[src/rtl/scr1_ahb.svh]
// Shared AHB-Lite encodings: transfer type, transfer size and response.
// Included inside scr1_ahb_sram_pkg, so importing that package brings these
// constants into scope.
`ifndef SCR1_AHB_SVH
`define SCR1_AHB_SVH

localparam logic [1:0] SCR1_HTRANS_IDLE   = 2'b00;
localparam logic [1:0] SCR1_HTRANS_BUSY   = 2'b01;
localparam logic [1:0] SCR1_HTRANS_NONSEQ = 2'b10;
localparam logic [1:0] SCR1_HTRANS_SEQ    = 2'b11;

localparam logic [2:0] SCR1_HSIZE_BYTE = 3'b000;
localparam logic [2:0] SCR1_HSIZE_HALF = 3'b001;
localparam logic [2:0] SCR1_HSIZE_WORD = 3'b010;

localparam logic SCR1_HRESP_OKAY  = 1'b0;
localparam logic SCR1_HRESP_ERROR = 1'b1;

`endif

[src/rtl/scr1_ahb_sram_pkg.sv]
// scr1_ahb_sram_pkg: types shared by the AHB-to-SRAM bridge and its write
// buffer: data-phase FSM encoding, write-buffer entry and the byte-lane
// decoder. Also re-exports the AHB encodings from scr1_ahb.svh.
package scr1_ahb_sram_pkg;

  `include "scr1_ahb.svh"

  // Type of the data phase currently on the bus.
  typedef enum logic [2:0] {
    ST_IDLE = 3'd0,
    ST_RD   = 3'd1,
    ST_WR   = 3'd2,
    ST_ERR1 = 3'd3,
    ST_ERR2 = 3'd4
  } state_e;

  // Widest possible word address (32-bit byte space); the bridge uses the
  // low SRAM_AW bits.
  localparam int unsigned WB_AW = 30;

  typedef struct packed {
    logic [WB_AW-1:0] addr;
    logic [3:0]       be;
    logic [31:0]      data;
  } wbuf_entry_t;

  // Byte lanes touched by a transfer; sizes above word count as word.
  function automatic logic [3:0] lane_be(input logic [2:0] hsize,
                                         input logic [1:0] addr_lo);
    case (hsize)
      SCR1_HSIZE_BYTE: lane_be = 4'b0001 << addr_lo;
      SCR1_HSIZE_HALF: lane_be = addr_lo[1] ? 4'b1100 : 4'b0011;
      default:         lane_be = 4'b1111;
    endcase
  endfunction

endpackage

[src/rtl/scr1_ahb_sram_wbuf.sv]
// scr1_ahb_sram_wbuf: one-entry posted-write buffer plus the read-forwarding
// compare.
//   push/push_entry : load a completed write (wins over a same-cycle drain)
//   drain           : the entry is being written to SRAM this cycle
//   wb_valid/wb_*   : current entry, SRAM-side view
//   lookup_addr     : word address of a read address phase
//   fly_*           : write whose data phase completes this cycle
//   fwd_mask/data   : per-byte bytes newer than SRAM for lookup_addr
module scr1_ahb_sram_wbuf
  import scr1_ahb_sram_pkg::*;
#(
  parameter int unsigned SRAM_AW = 12
) (
  input  logic               clk,
  input  logic               rst_n,
  input  logic               push,
  input  wbuf_entry_t        push_entry,
  input  logic               drain,
  output logic               wb_valid,
  output logic [SRAM_AW-1:0] wb_addr,
  output logic [3:0]         wb_be,
  output logic [31:0]        wb_data,
  input  logic [SRAM_AW-1:0] lookup_addr,
  input  logic               fly_vld,
  input  logic [SRAM_AW-1:0] fly_addr,
  input  logic [3:0]         fly_be,
  input  logic [31:0]        fly_data,
  output logic [3:0]         fwd_mask,
  output logic [31:0]        fwd_data
);

  logic        valid_q, valid_d;
  wbuf_entry_t entry_q, entry_d;
  logic        buf_hit, fly_hit;
  logic        unused_addr_hi;

  always_comb begin
    valid_d = valid_q;
    entry_d = entry_q;
    if (push) begin
      valid_d = 1'b1;
      entry_d = push_entry;
    end else if (drain) begin
      valid_d = 1'b0;
    end
  end

  // NOTE: state flops use non-blocking assignments so every flop samples
  // the pre-edge values, independent of block ordering.
  always_ff @(posedge clk or negedge rst_n) begin
    if (!rst_n) begin
      valid_q <= 1'b0;
      entry_q <= '0;
    end else begin
      valid_q <= valid_d;
      entry_q <= entry_d;
    end
  end

  assign wb_valid       = valid_q;
  assign wb_addr        = entry_q.addr[SRAM_AW-1:0];
  assign wb_be          = entry_q.be;
  assign wb_data        = entry_q.data;
  assign unused_addr_hi = ^entry_q.addr[WB_AW-1:SRAM_AW];

  assign buf_hit = valid_q & (entry_q.addr[SRAM_AW-1:0] == lookup_addr);
  assign fly_hit = fly_vld & (fly_addr == lookup_addr);

  // The in-flight write is younger than the buffered one, so its lanes win.
  always_comb begin
    fwd_data = '0;
    fwd_mask = (fly_hit ? fly_be : 4'b0000) | (buf_hit ? entry_q.be : 4'b0000);
    for (int i = 0; i < 4; i++) begin
      if (fly_hit && fly_be[i]) begin
        fwd_data[8*i +: 8] = fly_data[8*i +: 8];
      end else if (buf_hit && entry_q.be[i]) begin
        fwd_data[8*i +: 8] = entry_q.data[8*i +: 8];
      end
    end
  end

endmodule

[src/rtl/scr1_ahb_sram_bridge.sv]
// scr1_ahb_sram_bridge: AHB-Lite slave in front of a single-port synchronous
// SRAM (read data one cycle after the access). Reads are zero-wait; writes
// are posted into a one-entry buffer and drained whenever the SRAM port is
// not taken by a read. Reads see posted/in-flight writes through per-byte
// forwarding.
//   AHB : hsel, htrans, hsize, haddr, hwrite, hwdata, hready -> hreadyout,
//         hresp, hrdata
//   SRAM: sram_cs, sram_we, sram_be, sram_addr, sram_wdata <- sram_rdata
// Build option SCR1_AHB_SRAM_ERR_EN: misaligned, oversize and out-of-range
// transfers get a two-cycle ERROR response. Without it hresp is tied OKAY,
// high address bits alias and sizes above word act as word.
module scr1_ahb_sram_bridge
  import scr1_ahb_sram_pkg::*;
#(
  parameter int unsigned SRAM_AW = 12
) (
  input  logic               clk,
  input  logic               rst_n,
  input  logic               hsel,
  input  logic [1:0]         htrans,
  input  logic [2:0]         hsize,
  input  logic [31:0]        haddr,
  input  logic               hwrite,
  input  logic [31:0]        hwdata,
  input  logic               hready,
  output logic               hreadyout,
  output logic               hresp,
  output logic [31:0]        hrdata,
  output logic               sram_cs,
  output logic               sram_we,
  output logic [3:0]         sram_be,
  output logic [SRAM_AW-1:0] sram_addr,
  output logic [31:0]        sram_wdata,
  input  logic [31:0]        sram_rdata
);

  state_e             state_q, state_d;
  logic [SRAM_AW-1:0] addr_q, addr_d;
  logic [3:0]         be_q, be_d;
  logic [3:0]         fwd_mask_q, fwd_mask_d;
  logic [31:0]        fwd_data_q, fwd_data_d;

  logic               trans_act, wr_dp, stall, hold, acc, err;
  logic               rd_acc, wb_push, wb_drain;
  logic [SRAM_AW-1:0] haddr_word;
  logic [3:0]         hlanes;
  wbuf_entry_t        wb_push_entry;
  logic               wb_valid;
  logic [SRAM_AW-1:0] wb_addr;
  logic [3:0]         wb_be, wb_fwd_mask;
  logic [31:0]        wb_data, wb_fwd_data;

  assign trans_act  = (htrans == SCR1_HTRANS_NONSEQ) || (htrans == SCR1_HTRANS_SEQ);
  assign haddr_word = haddr[SRAM_AW+1:2];
  assign hlanes     = lane_be(hsize, haddr[1:0]);
  assign wr_dp      = (state_q == ST_WR);

  // A write data phase cannot post while a read holds the SRAM port and the
  // buffer is still full: stretch the write one cycle so the buffer drains.
  // Built from the request only, never from hready.
  assign stall     = wr_dp & wb_valid & hsel & trans_act & ~hwrite;
  assign hold      = stall | (state_q == ST_ERR1);
  assign hreadyout = ~hold;

  // rst_n gates acceptance so no SRAM access can leak out while in reset.
  assign acc    = rst_n & hsel & hready & trans_act & ~hold;
  assign rd_acc = acc & ~err & ~hwrite;

  assign wb_push  = wr_dp & ~stall;
  assign wb_drain = wb_valid & ~rd_acc;

`ifdef SCR1_AHB_SRAM_ERR_EN
  always_comb begin
    case (hsize)
      SCR1_HSIZE_BYTE: err = 1'b0;
      SCR1_HSIZE_HALF: err = haddr[0];
      SCR1_HSIZE_WORD: err = |haddr[1:0];
      default:         err = 1'b1;
    endcase
    if (|haddr[31:SRAM_AW+2]) err = 1'b1;
  end
  assign hresp = ((state_q == ST_ERR1) || (state_q == ST_ERR2)) ?
                 SCR1_HRESP_ERROR : SCR1_HRESP_OKAY;
`else
  logic unused_addr_hi;
  assign err            = 1'b0;
  assign hresp          = SCR1_HRESP_OKAY;
  assign unused_addr_hi = ^haddr[31:SRAM_AW+2];
`endif

  always_comb begin
    wb_push_entry                   = '0;
    wb_push_entry.addr[SRAM_AW-1:0] = addr_q;
    wb_push_entry.be                = be_q;
    wb_push_entry.data              = hwdata;
  end

  scr1_ahb_sram_wbuf #(.SRAM_AW(SRAM_AW)) u_wbuf (
    .clk         (clk),
    .rst_n       (rst_n),
    .push        (wb_push),
    .push_entry  (wb_push_entry),
    .drain       (wb_drain),
    .wb_valid    (wb_valid),
    .wb_addr     (wb_addr),
    .wb_be       (wb_be),
    .wb_data     (wb_data),
    .lookup_addr (haddr_word),
    .fly_vld     (wb_push),
    .fly_addr    (addr_q),
    .fly_be      (be_q),
    .fly_data    (hwdata),
    .fwd_mask    (wb_fwd_mask),
    .fwd_data    (wb_fwd_data)
  );

  // NOTE: every signal gets a default at the top of the block, so no path
  // leaves one unassigned and no latch is inferred.
  always_comb begin
    state_d    = ST_IDLE;
    addr_d     = addr_q;
    be_d       = be_q;
    fwd_mask_d = fwd_mask_q;
    fwd_data_d = fwd_data_q;
    if (state_q == ST_ERR1) begin
      state_d = ST_ERR2;
    end else if (stall) begin
      state_d = ST_WR;
    end else if (acc) begin
      state_d = err ? ST_ERR1 : (hwrite ? ST_WR : ST_RD);
    end
    if (acc && !err) begin
      addr_d = haddr_word;
      be_d   = hlanes;
    end
    if (rd_acc) begin
      fwd_mask_d = wb_fwd_mask;
      fwd_data_d = wb_fwd_data;
    end
  end

  always_ff @(posedge clk or negedge rst_n) begin
    if (!rst_n) begin
      state_q    <= ST_IDLE;
      addr_q     <= '0;
      be_q       <= '0;
      fwd_mask_q <= '0;
      fwd_data_q <= '0;
    end else begin
      state_q    <= state_d;
      addr_q     <= addr_d;
      be_q       <= be_d;
      fwd_mask_q <= fwd_mask_d;
      fwd_data_q <= fwd_data_d;
    end
  end

  // SRAM port: an accepted read owns it, otherwise the buffer drains.
  assign sram_cs    = rd_acc | wb_drain;
  assign sram_we    = wb_drain;
  assign sram_addr  = rd_acc ? haddr_word : wb_addr;
  assign sram_be    = rd_acc ? hlanes : wb_be;
  assign sram_wdata = wb_data;

  always_comb begin
    hrdata = '0;
    if (state_q == ST_RD) begin
      for (int i = 0; i < 4; i++) begin
        hrdata[8*i +: 8] = fwd_mask_q[i] ? fwd_data_q[8*i +: 8] : sram_rdata[8*i +: 8];
      end
    end
  end

endmodule

[config.mk]
export PLATFORM = sky130hd
export DESIGN_NAME = scr1_ahb_sram_bridge
export DESIGN_NICKNAME = d
export VERILOG_FILES = /design/src/rtl/scr1_ahb_sram_pkg.sv /design/src/rtl/scr1_ahb_sram_wbuf.sv /design/src/rtl/scr1_ahb_sram_bridge.sv
export VERILOG_INCLUDE_DIRS = /design/src /design/src/rtl
export SDC_FILE = /design/constraint.sdc
export NUM_CORES = 1
export LEC_CHECK = 0
export ABC_AREA = 0
export BUFFER_PORTS_ARGS = -buffer_cell sky130_fd_sc_hd__buf_2
export CORE_MARGIN = 2
export CORE_UTILIZATION = 55
export CTS_CLUSTER_DIAMETER = 30
export CTS_CLUSTER_SIZE = 24
export DETAILED_ROUTE_END_ITERATION = 7
export GPL_ROUTABILITY_DRIVEN = 0
export PLACE_DENSITY_LB_ADDON = 0.1
export SLEW_MARGIN = 40
export SYNTH_ARGS = -nofsm -noshare
export SYNTH_HDL_FRONTEND = slang
export SYNTH_SLANG_ARGS = --single-unit
export TNS_END_PERCENT = 100
[constraint.sdc]
create_clock -name clk -period 4.03 [get_ports clk]
set_input_delay 0.806 -clock clk [delete_from_list [all_inputs] [get_ports clk]]
set_output_delay 0.806 -clock clk [all_outputs]
set_load 0.01 [all_outputs]
==> metrics.cfg <==
[clocking]
cts_max_level = 3
cts_setup_buffers = 0
cts_resized = 0
cts_made_buffers = 9
clk_latency_ns = 0.37
cts_root_buf = clkbuf_8
hold_buffers = 0
cts_tree = yes
clkSlewWorstSetupHoldPaths_ns = 0.08
cts_buffer_depth = 2
cts_sinks = 104

[global_routing]
grt_usage = 0.243
grt_pass1_wl_um = 21400
grt_pass1_vias = 4258
antenna_found_initial = 0
overflow = 0
grt_max_degree = 73

[critical_path]
reg2regPathDepth = 6
r2r_end = fwd_data_q[28]
cp_data_arrival_time_ns = 2.45
worstPathMaxFanout = 58
critPathMaxStageDelay_ns = 0.52
worstPathCellList = buf_4 > and4_1 > nand3b_1 > buf_4 > o21ai_0 > buf_2
crit_end = sram_be[0]
r2r_slack_ns = 1.51
crit_start = rst_n
crit_type = in -> out
reg2reg_from = u_wbuf.wb_valid
crit_path_start_kind = primary input
cp_data_required_time_ns = 3.22
crit_top_cell = buf_4
endpoint_kind = output port
critPathSlowestCell = buf_4

[yosys]
syn_area_um2 = 5490
synth_top_area_frac = 0.474
yosys_warnings = 0
yosys.area.top_type = dfrtp_1
ys_async_sr_fraction = 1.00
synth_seq_area_share = 0.474
synth_edf_count = 0
synthCells = 543
yosys-top-cells-area = dfrtp_1 (47%), mux2_2 (12%), mux2i_1 (5.8%)
syn_nets = 649
yosys_most_used_dff = dfrtp_1
synth.distinct_cells = 33
syn_avg_cell_area_um2 = 10.1
ys_seq_elements = 104

[layout]
design_area_um2 = 6310
seq_area_um2 = 2600
synthToLayoutAreaGrowth_pct = 15.0
nets = 762
multi_input_area_um2 = 2460
drive_gt1_frac = 0.377
final_cell_count_no_fill = 793
fillCellCount = 833
n_antenna_cell = 0

[sta]
tightest_slew_ns = 0.793
finalCritPeriodShare = 0.807
slew_violations = 0
finalWorstSetupSlack_ns = 0.777
finalClockSkew_ns = 0.00942
fmax_mhz = 307
min_period_ns = 3.25
setup_violations = 0
slew_headroom = 0.470
hold_slack_ns = 0.381
rsz0062_at_grt = no
setup_tns_ns = 0
finalHoldViolCount = 0

[routing]
dr.pass1.iters = 4
drt-total-wl_um = 13000
drc = 0
num_vias = 4367
final_antenna_net_count = 0
routedWlPerCell_um = 16.4
viasPerCell = 5.51
drtIter0Drc = 194

[status]
status = completed

[die]
dieArea_um2 = 10800
start_util = 0.564
die_w_um = 104
fp.dieH_um = 104
core_um2 = 9730
core.rowCount = 36
ioPinCount = 190

[flow_run]
maxCapViolCount = 0

[min_path]
hold_class = in -> async

[placement]
place_inst = 778
portBuffers = 169
dp_hpwl_um = 8610
pre_cts_slack_ns = 0.771
postPlaceCellArea_um2 = 6150

[power_and_ir_drop]
pwr_density_cell_nw_per_um2 = 418
ir_drop_v = 0.000209
leakage_nw = 3.24

## kinds of logic after synthesis
logic type                synth area share
DFF                                  0.474
xor gates and xnor gates            0.0383
other                             0.000683
muxes                                0.175
and+or+nand+nor                      0.187
AOI/OAI and AO/OA                   0.0445
buffers and inverters               0.0794
## how the worst min path moves through the flow
| stage | from | end | slack (ns) | cells after the start |
|---|---|---|---|---|
| global route | rst_n | u_wbuf.wb_data[31] | 0.39 | 1 |
| floorplan | fwd_data_q[16] | fwd_data_q[16] | 0.46 | 2 |
| global placement | fwd_data_q[14] | fwd_data_q[14] | 0.48 | 2 |
| CTS | rst_n | u_wbuf.wb_data[31] | 0.38 | 1 |
| finish | rst_n | fwd_data_q[26] | 0.38 | 1 |
| detailed placement | fwd_data_q[18] | fwd_data_q[18] | 0.48 | 2 |
## layout make-up
class | count | share of cell area
Inverter | 8 | 0.00476
Multi-Input combinational cell | 358 | 0.390
Clock buffer | 12 | 0.0214
Clock inverter | 3 | 0.00317
Timing Repair Buffer | 175 | 0.142
Tap cell | 133 | 0.0264
Sequential cell | 104 | 0.413
## stage by stage
step / util / total power, W
final: 0.648 / 0.00264
after global routing: 0.648 / 0.00278
after CTS: 0.648 / 0.00266
after detailed placement: 0.632 / 0.00210
after global placement: 0.632 / 0.00207
after floorplan: - / 0.00190
## cell usage in the layout, fill, tap and decap left out
| cell type | count |
|---|---|
| nor2b_1 | 1 |
| nand3_1 | 24 |
| or3b_2 | 2 |
| a221oi_1 | 4 |
| nand2_1 | 75 |
| nand4_1 | 47 |
| buf_2 | 168 |
| a21boi_0 | 2 |
| mux2_2 | 57 |
| clkinv_2 | 1 |
| clkbuf_1 | 3 |
| clkbuf_8 | 9 |
| a221o_1 | 8 |
| mux2i_1 | 32 |
| nand2b_1 | 2 |
| and2_1 | 10 |
| inv_2 | 1 |
| nand3b_1 | 1 |
| and4_1 | 1 |
| a22oi_1 | 1 |
| inv_1 | 7 |
| nor2_1 | 43 |
| xnor2_1 | 24 |
| o21a_1 | 2 |
| dfrtp_1 | 104 |
| and4b_1 | 1 |
| o221ai_1 | 3 |
| buf_4 | 6 |
| conb_1 | 1 |
| nor4_4 | 2 |
| buf_6 | 1 |
| clkinvlp_4 | 2 |
| and3_1 | 2 |
| o21ai_0 | 13 |
## flip-flops by register name, indices dropped and copies added (netlist names)
name and cells:
fwd_data_q 32, u_wbuf.wb_data 32, addr_q 12, u_wbuf.wb_addr 12, be_q 4, fwd_mask_q 4, u_wbuf.wb_be 4, state_q 3
u_wbuf.wb_valid 1
## routing by layer
metal / wire (µm) / global-route usage / vias to the layer above
met5: 0 / 0 / -
met4: 141 / 0.0763 / 0
met3: 744 / 0.0451 / 13
met2: 6080 / 0.398 / 158
met1: 6010 / 0.331 / 2115
li1: - / - / 2081
## power by group
group          leakage [nW]  total (W)  internal [W]  switching, W
sequential             1.34    0.00143       0.00121      0.000214
combinational          1.83   0.000648      0.000352      0.000296
clock                0.0725   0.000563      0.000222      0.000341
## synthesized netlist by cell type, types with 3 or more instances
cell type	number
a221o_1	8
a221oi_1	4
and2_1	10
buf_1	10
buf_2	3
buf_4	34
clkbuf_1	26
dfrtp_1	104
inv_1	7
mux2_2	57
mux2i_1	32
nand2_1	75
nand3_1	24
nand4_1	47
nor2_1	43
o21ai_0	13
o221ai_1	3
xnor2_1	24
## critical path: cells and delay by family
family | cells | cell delay, ns
buffers and inverters | 3 | 0.95
AOI/OAI and AO/OA | 1 | 0.22
and+or+nand+nor | 2 | 0.42
Power figures use the tool's default switching activity.
